### src/rtl/stream_decrypt.sv
// Byte-serial stream decryptor: XORs ciphertext with an 8-bit keystream.
// One-entry output register with valid/ready handshake on both sides.
module stream_decrypt #(
  parameter logic [7:0] SEED = 8'b1110_1110
) (
  input  logic        clk,
  input  logic        rst,
  input  logic        load_seed,
  input  logic [7:0]  seed_in,
  input  logic        ct_valid,
  input  logic [7:0]  ct_data,
  output logic        ct_ready,
  output logic        pt_valid,
  output logic [7:0]  pt_data,
  input  logic        pt_ready,
  output logic [15:0] byte_count
);

  typedef enum logic {EMPTY, FULL} state_t;

  state_t      state_q, state_d;
  logic [7:0]  key_q, key_d;
  logic [7:0]  ks_q, ks_d;
  logic [7:0]  pt_data_q, pt_data_d;
  logic [15:0] cnt_q, cnt_d;
  logic        fb, accept, drain;

  // Feedback depends only on the key, so it is fixed between key loads.
  assign fb = key_q[7] ^ key_q[6] ^ key_q[3] ^ key_q[2];

  assign pt_valid   = (state_q == FULL);
  assign pt_data    = pt_data_q;
  assign byte_count = cnt_q;
  assign ct_ready   = !load_seed && (!pt_valid || pt_ready);
  assign accept     = ct_valid && ct_ready;
  assign drain      = pt_valid && pt_ready;

  always_comb begin
    state_d   = state_q;
    key_d     = key_q;
    ks_d      = ks_q;
    pt_data_d = pt_data_q;
    cnt_d     = cnt_q;
    if (load_seed) begin
      key_d = seed_in;
      ks_d  = seed_in;
      cnt_d = 16'h0000;
    end else if (accept) begin
      pt_data_d = ct_data ^ ks_q;
      ks_d      = {fb, ks_q[7:1]};
      cnt_d     = cnt_q + 16'h0001;
    end
    if (accept)
      state_d = FULL;
    else if (drain)
      state_d = EMPTY;
  end

  always_ff @(posedge clk or posedge rst) begin
    if (rst) begin
      state_q   <= EMPTY;
      key_q     <= SEED;
      ks_q      <= SEED;
      pt_data_q <= 8'h00;
      cnt_q     <= 16'h0000;
    end else begin
      state_q   <= state_d;
      key_q     <= key_d;
      ks_q      <= ks_d;
      pt_data_q <= pt_data_d;
      cnt_q     <= cnt_d;
    end
  end

endmodule

### config.mk
export PLATFORM = sky130hd
export DESIGN_NAME = stream_decrypt
export DESIGN_NICKNAME = d
export VERILOG_FILES = /design/src/rtl/stream_decrypt.sv
export SDC_FILE = /design/constraint.sdc
export NUM_CORES = 1
export LEC_CHECK = 0
export CAP_MARGIN = 20
export CORE_MARGIN = 2
export CORE_UTILIZATION = 43
export DETAILED_ROUTE_END_ITERATION = 6
export MAX_ROUTING_LAYER = met4
export PLACE_DENSITY = 0.81
export SLEW_MARGIN = 15
export SYNTH_ARGS = -nofsm -noshare
export SYNTH_HDL_FRONTEND = slang
export SYNTH_SLANG_ARGS = --single-unit
### constraint.sdc
create_clock -name clk -period 1.49 [get_ports clk]
set_input_delay 0.2235 -clock clk [delete_from_list [all_inputs] [get_ports clk]]
set_output_delay 0.2235 -clock clk [all_outputs]
set_load 0.02 [all_outputs]
==> summary.md <==
The cell count after synthesis was 172. The worst-case IR drop observed on VDD is 732 uV. Class of the worst hold path: primary input to async pin.

The worst path meets setup with 15.8 ps of slack. The tightest hold margin is 271 ps. The proportion of layout cells with a drive suffix above 1 is 24.8%, and the count of buffers inserted at the top-level ports is 46. The tools report the core area as 0.00397 mm^2. At the pin with the least slew margin, the transition time is 308 ps. Across the routed clock network, the largest skew measured is 5.73 ps. Summed over all layers, the global routing overflow is 0. The worst setup path is of the flop to flop kind.

For this block, the routed nets add up to 4020 um of wire. The count of final hold-check violations was 0; the delay contributed by the slowest stage of the critical path was 420 ps. The flow ran to the end, and the final reports show no timing, DRC or antenna violations. The number of buffers created by CTS was 5. The worst pin sits at a relative slew slack of 79.3%.

The tools report the maximum buffer depth of the clock tree as 2. For the aggregate global-route resource usage, the log shows 19.4%. The share of the synthesized area in the top cell type works out to 38.5%.

After the last flow step, the layout net total stands at 259. The hold-fix buffer count after cts came out at 0. The critical path goes through ha_4, and3_4, nand4_4, or4_1, a21oi_1. STA classifies the critical path startpoint as a flop. In this run the horizontal extent of the chip is 67.9 um.

Once layout is done, the placed cells without fillers occupy 0.00257 mm^2. For this run, the register share of the synthesized area comes to 53.4%. The number of nets with antenna violations after detailed routing came out at 0.

The tools report the die footprint as 0.00461 mm^2. For this run, asynchronously set or reset flops after synthesis account for 100%. After Yosys synthesis, full adders, half adders and majority gates account for 0.712% of the synthesized area.

Entering global routing, the biggest net connects 38 pins. The capturing element type of the critical path is a flop. The run gives 23 as the number of placement rows.

For the worst setup path, the data required time is 1720 ps. TritonCTS built the clock tree. The detailed router placed 1517 vias in this run. The die is 67.9 um tall. Setup total negative slack on the finished layout was measured at 0 ps.

Of the total synthesized cell area, the portion taken by AND, OR, NAND and NOR gates is 19.5%. The most frequent cell after synthesis is sky130_fd_sc_hd__dfrtp_1. For the source-to-sink clock delay at the later pin of the worst-skew pair, the log shows 290 ps. The tools report the number of cells after detailed placement as 275. The first-pass GRT wire length came out at 6440 um.

The most used flip-flop cell after synthesis is sky130_fd_sc_hd__dfrtp_1. Counting distinct cell types in the post-synthesis netlist gives 32. The clock tree synthesis step divided the H-tree into 2 levels. Data on the critical path arrives at its endpoint at 1700 ps.

The run gives 194 as the net count after synthesis. In the post-synthesis netlist, the biggest area contributors are sky130_fd_sc_hd__dfrtp_1 38%, sky130_fd_sc_hd__dfstp_2 15%, sky130_fd_sc_hd__xnor2_1 5.5%. Setup violations remaining at the end of the flow were counted as 0. For the number of clock sinks seen by CTS, the log shows 37. The tree is rooted in a sky130_fd_sc_hd__clkbuf_8. The clock period minus worst slack is 1470 ps. The leading area contributor after synthesis is sky130_fd_sc_hd__dfrtp_1.

The max-capacitance violation count was 0. The maximum achievable frequency is 678 MHz, and the number of diodes added for antenna fixing is 0. After synthesis the cells add up to 0.00176 mm^2. The final design utilization is 64.7%.

The global placement routability congestion was 0.877; the register bit count reported by yosys was 37. The synthesized-area fraction occupied by xor and xnor cells is 8.97%, and the worst slack at placement is -353 ps. The post-synthesis compound-gate area fraction was 11.1%; the number of DRC markers after the initial detailed-route iteration was 78. The first detailed-routing pass ran for 4 iterations. After synthesis, the largest family of logic cells by area is simple AND/OR/NAND/NOR gates.

The detailed placement HPWL came out at 2800 um. The detail-routed net length per standard cell came out at 13.9 um. The via count of the first global-routing pass came out at 1463. The clock-pin slew on the worst setup and hold paths is 80 ps, and the highest net fanout along the worst path is 8. Setup repair after global routing could not meet its margin everywhere. In the finished design, the share of the clock period the worst path needs comes to 98.9%. Total of warnings raised by yosys: 0. The placed instances occupy a cell area of 0.00241 mm^2.

For the max-slew violation total from the final report, the log shows 0. Yosys mapped a number of flops with a built-in enable equal to 0. Once layout is complete, the cells apart from fillers number 288. Of the post-synthesis cell area, the part taken by muxes is 3.06%. The mean instance size in the synthesized netlist works out to 10.2 um^2.

The remaining design rule violation count was 0. Counting the fill cells in the layout gives 314. Compared with the post-synthesis result, the final layout area differs by 46.2%.

The count of boundary I/O pins was 47; the via count normalized by instance count was 5.27. Ranked by instance count, the synthesized netlist is headed by 27 x sky130_fd_sc_hd__dfrtp_1, 21 x sky130_fd_sc_hd__nand2_1, 17 x sky130_fd_sc_hd__nor2_1. The sum of internal, switching and leakage power is 2.71 mW, and the number of antenna violations at the first check in global routing is 0. The slowest stage of the critical path is the sky130_fd_sc_hd__or4_1 cell. The initial utilization of the core area, before any placement, comes to 44.2%. The reported leakage power was 1.16 nW; the power per cell area was 1060 mW/mm^2.
-- critical path, delay by kind of cell (launching register included) --
kind	cells	cell delay [ps]
simple gates	3	750
flops	1	400
fa+ha+maj	1	140
compound gates	1	120
-- placed cells by master, fill, tap and decap left out, types with 6 or more instances in the layout --
cell                              instances
sky130_fd_sc_hd__a21oi_1                 14
sky130_fd_sc_hd__a22oi_1                  7
sky130_fd_sc_hd__buf_4                   17
sky130_fd_sc_hd__clkdlybuf4s50_1         19
sky130_fd_sc_hd__dfrtp_1                 19
sky130_fd_sc_hd__dfrtp_2                  8
sky130_fd_sc_hd__dfstp_2                 10
sky130_fd_sc_hd__dlygate4sd2_1           22
sky130_fd_sc_hd__inv_1                    6
sky130_fd_sc_hd__nand2_1                 21
sky130_fd_sc_hd__nand3_1                  6
sky130_fd_sc_hd__nor2_1                  17
sky130_fd_sc_hd__o21ai_0                  6
sky130_fd_sc_hd__xnor2_1                 11
sky130_fd_sc_hd__xor2_1                   7
-- power by group --
group          internal, mW  switching, mW
Clock                 0.665          0.375
Combinational         0.243          0.244
Sequential             1.12         0.0661
-- cell type report --
cell class              instances  area (um^2)  share of cell area, %
multi-input cells             122          796                   31.0
repair buffers                 65          606                   23.6
clock buffers                   5         68.8                   2.68
well taps                      50         62.6                   2.44
inverters                       6         22.5                  0.877
flip-flops and latches         37          948                   36.9
clock inverters                 3         65.1                   2.53
-- routing by layer --
| metal | wire length [um] | vias up | GRT usage [%] |
|---|---|---|---|
| met1 | 1740 | 727 | 22.4 |
| met3 | 249 | 11 | 5.92 |
| met4 | 74 | 0 | 6.75 |
| met5 | 0 | - | - |
| li1 | - | 726 | - |
| met2 | 1950 | 53 | 32.2 |
-- kinds of logic (layout without fill, tap and decap cells) --
family / count (synthesis) / after routing
compound gates: 33 / 33
flops: 37 / 37
buf+inv: 13 / 79
mux: 5 / 5
xor+xnor: 18 / 18
simple gates: 65 / 65
fa+ha+maj: 1 / 1
-- state kept, by name, indices dropped and copies added, names as in the netlist --
register and flops:
key_q 4, byte_count 16, pt_valid 1, pt_data 8, ks_q 8
-- what timing repair did --
action                     4_1_cts  5_1_grt
pin swaps                        0        3
gates resized for setup         28        6
buffers inserted                 1        4
cloned                           0        0
setup endpoints to repair       26        9
-- final timing paths --
check,startpoint,end,slack (ps),cells after the start
worst min register to register,key_q[7],key_q[7],480,2
max in group asynchronous,rst,key_q[6],960,3
worst max register to register,byte_count[1],byte_count[14],20,5
worst min-delay path,rst,pt_data[1],270,3
min in group clk,load_seed,byte_count[11],440,3
worst max-delay path,byte_count[1],byte_count[14],20,5
Note: power is estimated with default switching activity, not from simulation.
